[src/rtl/regfile_wb_arbiter_if.sv]
// Writeback bus between the two requesters, the register file and the arbiter.
// The arbiter uses the slave modport; the requester/regfile side uses the master modport.
interface regfile_wb_arbiter_if #(
  parameter int DW = 32
);
  logic          a_valid;
  logic [4:0]    a_addr;
  logic [DW-1:0] a_data;
  logic          a_ready;
  logic          b_valid;
  logic [4:0]    b_addr;
  logic [DW-1:0] b_data;
  logic          b_ready;
  logic          rf_hold;
  logic          rf_we;
  logic [4:0]    rf_waddr;
  logic [DW-1:0] rf_wdata;
  logic [31:0]   rf_wsel_n;
  logic [15:0]   conf_cnt;

  modport slave (
    input  a_valid, a_addr, a_data, b_valid, b_addr, b_data, rf_hold,
    output a_ready, b_ready, rf_we, rf_waddr, rf_wdata, rf_wsel_n, conf_cnt
  );

  modport master (
    output a_valid, a_addr, a_data, b_valid, b_addr, b_data, rf_hold,
    input  a_ready, b_ready, rf_we, rf_waddr, rf_wdata, rf_wsel_n, conf_cnt
  );
endinterface

[src/rtl/regfile_wb_arbiter.sv]
// Round-robin arbiter merging ALU (A) and load (B) writebacks onto one register
// file write port, with a one-cycle registered write and a saturating conflict counter.
module regfile_wb_arbiter #(
    parameter int DW = 32
) (
    input logic                 clk,
    input logic                 rst_n,
    regfile_wb_arbiter_if.slave bus
);

    typedef enum logic {LP_A, LP_B} lp_t;

    lp_t           lp_p1;
    logic          vld_p1;
    logic [4:0]    waddr_p1;
    logic [DW-1:0] wdata_p1;
    logic [15:0]   cnt_p1;

    logic grant_a;
    logic grant_b;
    logic conflict;

    function automatic logic [15:0] sat_inc(input logic [15:0] x);
        return (x == 16'hFFFF) ? x : x + 16'd1;
    endfunction

    // Stage 0: combinational grant; reset gates readies so nothing is accepted while held
    always_comb begin
        grant_a  = 1'b0;
        grant_b  = 1'b0;
        conflict = bus.a_valid & bus.b_valid & ~bus.rf_hold;
        if (rst_n && !bus.rf_hold) begin
            if (bus.a_valid && bus.b_valid) begin
                if (lp_p1 == LP_B) grant_a = 1'b1;
                else               grant_b = 1'b1;
            end else begin
                grant_a = bus.a_valid;
                grant_b = bus.b_valid;
            end
        end
    end

    // Stage 1: registered write; address 0 is accepted but never written
    always_ff @(posedge clk or negedge rst_n) begin
        if (!rst_n) begin
            lp_p1    <= LP_B;
            vld_p1   <= 1'b0;
            waddr_p1 <= '0;
            wdata_p1 <= '0;
            cnt_p1   <= '0;
        end else begin
            if (grant_a) begin
                lp_p1    <= LP_A;
                waddr_p1 <= bus.a_addr;
                wdata_p1 <= bus.a_data;
                vld_p1   <= (bus.a_addr != 5'd0);
            end else if (grant_b) begin
                lp_p1    <= LP_B;
                waddr_p1 <= bus.b_addr;
                wdata_p1 <= bus.b_data;
                vld_p1   <= (bus.b_addr != 5'd0);
            end else begin
                vld_p1   <= 1'b0;
            end
            if (conflict) cnt_p1 <= sat_inc(cnt_p1);
        end
    end

    assign bus.a_ready   = grant_a;
    assign bus.b_ready   = grant_b;
    assign bus.rf_we     = vld_p1;
    assign bus.rf_waddr  = waddr_p1;
    assign bus.rf_wdata  = wdata_p1;
    assign bus.rf_wsel_n = vld_p1 ? ~(32'd1 << waddr_p1) : 32'hFFFF_FFFF;
    assign bus.conf_cnt  = cnt_p1;

endmodule
[src/flat_wrapper.sv]
// flat-port wrapper written by rule: the top's interface ports become plain ports
module regfile_wb_arbiter_flat 
#(
    parameter int DW = 32
)
  (clk, rst_n, bus_a_valid, bus_a_addr, bus_a_data, bus_b_valid, bus_b_addr, bus_b_data, bus_rf_hold, bus_a_ready, bus_b_ready, bus_rf_we, bus_rf_waddr, bus_rf_wdata, bus_rf_wsel_n, bus_conf_cnt);
  regfile_wb_arbiter_if #(.DW(DW)) bus_i ();
  input logic clk;
  input logic rst_n;
  input wire logic [$bits(bus_i.a_valid)-1:0] bus_a_valid;
  input wire logic [$bits(bus_i.a_addr)-1:0] bus_a_addr;
  input wire logic [$bits(bus_i.a_data)-1:0] bus_a_data;
  input wire logic [$bits(bus_i.b_valid)-1:0] bus_b_valid;
  input wire logic [$bits(bus_i.b_addr)-1:0] bus_b_addr;
  input wire logic [$bits(bus_i.b_data)-1:0] bus_b_data;
  input wire logic [$bits(bus_i.rf_hold)-1:0] bus_rf_hold;
  output wire logic [$bits(bus_i.a_ready)-1:0] bus_a_ready;
  output wire logic [$bits(bus_i.b_ready)-1:0] bus_b_ready;
  output wire logic [$bits(bus_i.rf_we)-1:0] bus_rf_we;
  output wire logic [$bits(bus_i.rf_waddr)-1:0] bus_rf_waddr;
  output wire logic [$bits(bus_i.rf_wdata)-1:0] bus_rf_wdata;
  output wire logic [$bits(bus_i.rf_wsel_n)-1:0] bus_rf_wsel_n;
  output wire logic [$bits(bus_i.conf_cnt)-1:0] bus_conf_cnt;
  assign bus_i.a_valid = bus_a_valid;
  assign bus_i.a_addr = bus_a_addr;
  assign bus_i.a_data = bus_a_data;
  assign bus_i.b_valid = bus_b_valid;
  assign bus_i.b_addr = bus_b_addr;
  assign bus_i.b_data = bus_b_data;
  assign bus_i.rf_hold = bus_rf_hold;
  assign bus_a_ready = bus_i.a_ready;
  assign bus_b_ready = bus_i.b_ready;
  assign bus_rf_we = bus_i.rf_we;
  assign bus_rf_waddr = bus_i.rf_waddr;
  assign bus_rf_wdata = bus_i.rf_wdata;
  assign bus_rf_wsel_n = bus_i.rf_wsel_n;
  assign bus_conf_cnt = bus_i.conf_cnt;
  regfile_wb_arbiter #(.DW(DW)) u_core (.clk(clk), .rst_n(rst_n), .bus(bus_i));
endmodule
[config.mk]
export PLATFORM = sky130hd
export DESIGN_NAME = regfile_wb_arbiter_flat
export DESIGN_NICKNAME = d
export VERILOG_FILES = /design/src/rtl/regfile_wb_arbiter_if.sv /design/src/rtl/regfile_wb_arbiter.sv /design/src/flat_wrapper.sv
export SDC_FILE = /design/constraint.sdc
export NUM_CORES = 1
export LEC_CHECK = 0
export ABC_AREA = 1
export BUFFER_PORTS_ARGS = -buffer_cell sky130_fd_sc_hd__clkbuf_2
export CAP_MARGIN = 20
export CORE_MARGIN = 4
export CORE_UTILIZATION = 40
export CTS_BUF_LIST = sky130_fd_sc_hd__clkbuf_8
export CTS_CLUSTER_DIAMETER = 40
export DETAILED_ROUTE_END_ITERATION = 16
export PLACE_DENSITY = 0.72
export SLEW_MARGIN = 20
export SYNTH_ARGS = -nofsm -noshare
export SYNTH_HDL_FRONTEND = slang
export SYNTH_SLANG_ARGS = --single-unit
[constraint.sdc]
create_clock -name clk -period 2.08 [get_ports clk]
set_clock_uncertainty 0.2 [all_clocks]
set_input_delay 0.416 -clock clk [delete_from_list [all_inputs] [get_ports clk]]
set_output_delay 0.416 -clock clk [all_outputs]
set_load 0.01 [all_outputs]
# == Word level (Yosys, flattened, before mapping) ==
# Index checks and enable logic that the tools add are counted.
# word_totals
ff_bits,55
inputBits,79
out_inout_bits,88
elab_cells,35
# op_classes
add_sub_neg,1
n_eq_ne,1
shifts,1
n_mux,15
bitwise_logic,5
n_reduce_logical,7
# op_table
operator,n
two-way mux 32 bit,3
inverter 32 bit,1
left shift 1 x 5 -> 32 bit (first input constant),1
adder 16 x 1 -> 16 bit (second input constant),1
== test 16 bit (second input constant),1
two-way mux 1 bit,10
two-way mux 5 bit,2
nonzero test 5 bit,2
bitwise AND 1 bit,2
logical AND 1 bit,2
inverter 1 bit,2
AND reduction 2 bit,1
nonzero test 2 bit,1
logical NOT 1 bit,1

# == Longest topological paths before layout ==
# depth
word_depth,5
mapped_depth,9
depth_no_buf,9

# == Worst setup path after synthesis ==
# OpenSTA, ideal clock, no wires.
# synth_path
path_type,flip-flop to output port
start,register u_core.waddr_p1[3] (netlist: u_core.bus.rf_waddr[3])
end,output bus_rf_wsel_n[11]
arrival_ns,1.186
required_ns,1.464
setup_slack_ns,0.278
path_stages_with_launch,5
n_path_buf,1
cell_sequence,dfrtp_1 -> buf_4 -> clkinv_1 -> nor4_1 -> nand2_1
# synth_between
elab_chain_cells,3
# synth_lines
item,line_no,source
from (decl),regfile_wb_arbiter.sv:15,logic [4:0] waddr_p1;
from (signal assigned),regfile_wb_arbiter.sv:54,waddr_p1 <= bus.a_addr;
from (signal assigned),regfile_wb_arbiter.sv:59,waddr_p1 <= bus.b_addr;
left shift 1 x 5 -> 32 bit,regfile_wb_arbiter.sv:74,assign bus.rf_wsel_n = vld_p1 ? ~(32'd1 << waddr_p1) : 32'hFFFF_FFFF;
inverter 32 bit,regfile_wb_arbiter.sv:74,
two-way mux 32 bit,regfile_wb_arbiter.sv:74,
to (decl),flat_wrapper.sv:22,output wire logic [$bits(bus_i.rf_wsel_n)-1:0] bus_rf_wsel_n;
# Every way passes these cells.

# == Worst setup path in the final report ==
# layout_path
start,register u_core.waddr_p1[3] (netlist: u_core.bus.rf_waddr[3])
end,output bus_rf_wsel_n[16]
# The elaborated chain is that of the path after synthesis.

==> qor.yml <==
status: "finished, violations left"
violations: "setup timing"
cts-root-buf: "clkbuf_8"
drc_errors: 0
synth_mux_area_frac: 0
area_delta_synth_final_pct: 38.68
path_clk_slew_ps: 100
path_max_fanout: 5
synthCells: 443
synthFlopType: "dfrtp_1"
yosysTopAreaCell: "dfrtp_1"
die_w_um: 96.66
hpwl_um: 7327
fin_crit_ps: 2140
nNetsFinal: 699
cp-start-kind: "flip-flop"
insertion_delay_ps: 300
vdd_drop_max_uv: 422.9
layout_setup_ws_ps: -59.78
synth_nets: 523
cts_tree: "done"
cts_max_path_buffers: 2
grt_overflow: 0
io_buffers: 166
grt.total_usage: 0.1970
final_max_slew_viol_count: 0
wl_um: 9504
fin_cells: 722
synth_xor_area_frac: 0.005571
worstSetupPathType: "reg -> out"
tightest_slew_ps: 712.0
rows: 32
syn_avg_cell_area_um2: 7.098
dr.first_iter.drc_count: 146
die_area_um2: 9343
max-slew-margin-rel: 0.5253
synthSimpleGateAreaFrac: 0.4453
slowest_stage: "dfrtp_2"
worst_ep_arrival_time_ps: 1520
synth_edf_count: 0
grt_start_max_net_pins: 56
p_leak_uw: 0.002247
timing.critical_path.required_ps: 1460
rrSetupSlack_ps: 260
synthDistinctLibCells: 26
detail-route-antenna-nets: 0
setup_viol: 10
vias: 3531
min_path_type: "in -> async"
syn-cell-area_um2: 3144
r2r-start: "u_core.bus.conf_cnt[0]$_DFFE_PN0P_"
seq_area_um2: 1383
dr.pass1.iters: 4
fp.dieH_um: 96.66
grt_pass1_wl_um: 15610
place_congestion: 0.9528
synth_top_family_by_area: "simple AND/OR/NAND/NOR gates"
h-tree-depth: 2
synth_warnings: 0
wire_per_inst_um: 13.16
synth-compound-area-share: 0.02069
reg2reg_depth: 8
r2r_end: "u_core.bus.conf_cnt[7]$_DFFE_PN0P_"
cap_violations: 0
end_kind: "output port"
async_reset_ff_frac: 1.000
synth_area_leaders: "dfrtp_1, nand2_1, nand3_1, inv_1, buf_6"
hold_violations: 0
timing.final.crit_share: 1.029
synth_top_area_frac: 0.4298
synth-adder-area-share: 0.003979
viasPerCell: 4.891
multiInputGateArea_um2: 1597
cellPowerDensity_nw_per_um2: 749.9
cts_made_buffers: 5
nFillCells: 718
ios: 167
drive_gt1_frac: 0.3952
core_region_area_um2: 7687
rsz0062_at_grt: "yes"
ys_seq_elements: 55
fmax_ghz: 0.4673
fin_util: 0.5672
diodes: 0
initial_core_util: 0.4090
slowest_delay_ps: 480
placedCellCount: 702
clock_sinks: 55
power_uw: 3270
antenna_found_initial: 0
grt_pass1_vias: 3358
synth_most_common_cell: "nand2_1"
hold_ws_ps: 77.67
synthTopCellsByCount: "nand2_1, dfrtp_1, nand3_1, inv_1, nor2_1"
ys_seq_area_frac: 0.4381
crit_chain: "buf_4, nor4_4, nand2_1, clkbuf_2"
==> critical path: cells and delay by family (launching register included) <==
kind,cells,cell delay (ps)
simple gates,2,430
buf+inv,2,320
flops,1,480
==> logic make-up after synthesis <==
group           Yosys count
simple gates            321
flops                    55
buf+inv                  53
compound gates           11
xor+xnor                  2
fa+ha+maj                 1
==> layout by cell type (no fill, tap or decap), drive strengths merged, types with 2 or more instances in the layout <==
cell,instances
nand3b,2
clkinv,3
nor2,35
nand3,51
dfrtp,54
inv,34
buf,22
clkbuf,170
nand2,215
nor4,7
nand4,9
o211ai,4
o21ai,7
==> metrics by stage <==
step / TNS (ps) / worst slack, ps / instance area, µm²
floorplan: 0 / 277.5 / 3144
global placement: 0 / 210.4 / 4043
detailed placement: 0 / 145.3 / 4043
CTS: 0 / 12.66 / 4200
global route: -1622 / -135.8 / 4360
finish: -207.3 / -59.78 / 4360
==> area by class of cell <==
| class | instances | share of cell area |
|---|---|---|
| multi-input cells | 335 | 0.3661 |
| flip-flops and latches | 55 | 0.3171 |
| repair buffers | 187 | 0.2296 |
| inverters | 35 | 0.03214 |
| well taps | 102 | 0.02927 |
| clock buffers | 5 | 0.01578 |
| clock inverters | 3 | 0.01004 |
==> registers in the layout, indices dropped and copies added, names as in the netlist <==
name / flops
u_core.bus.rf_we: 1
u_core.bus.rf_wdata: 32
u_core.bus.rf_waddr: 5
u_core.lp_p1: 1
u_core.bus.conf_cnt: 16
==> routing by layer <==
| layer | wire, µm | up-vias | global-route usage | part of all wire |
|---|---|---|---|---|
| li1 | - | 1748 | - | - |
| met1 | 3998 | 1615 | 0.2375 | 0.42 |
| met2 | 4654 | 150 | 0.3418 | 0.49 |
| met3 | 662 | 18 | 0.04326 | 0.070 |
| met4 | 188 | 0 | 0.07559 | 0.020 |
| met5 | 0 | - | 0 | 0 |
==> power breakdown <==
part	switching, µW	internal, µW	leakage (µW)
sequential	213	1280	0.000676
combinational	601	458	0.00151
clock	357	359	0.0000581
total	1170	2100	0.00225
==> worst max-delay path by stage <==
stage,from,depth (start not counted),endpoint
after floorplan,u_core.bus.rf_waddr[3]$_DFFE_PN0P_,4,bus_rf_wsel_n[11]
after global placement,u_core.bus.rf_waddr[2]$_DFFE_PN0P_,4,bus_rf_wsel_n[20]
after detailed placement,u_core.bus.rf_waddr[2]$_DFFE_PN0P_,4,bus_rf_wsel_n[20]
after CTS,u_core.bus.rf_waddr[1]$_DFFE_PN0P_,5,bus_rf_wsel_n[1]
after global routing,u_core.bus.rf_waddr[0]$_DFFE_PN0P_,4,bus_rf_wsel_n[8]
final,u_core.bus.rf_waddr[3]$_DFFE_PN0P_,4,bus_rf_wsel_n[16]
==> repair_timing <==
item,CTS,global route
setup buffers,1,11
gates resized for setup,13,19
pin swaps,0,4
hold buffers,0,0
endpoints found under the setup margin,24,29
(Power assumes the default switching activity.)
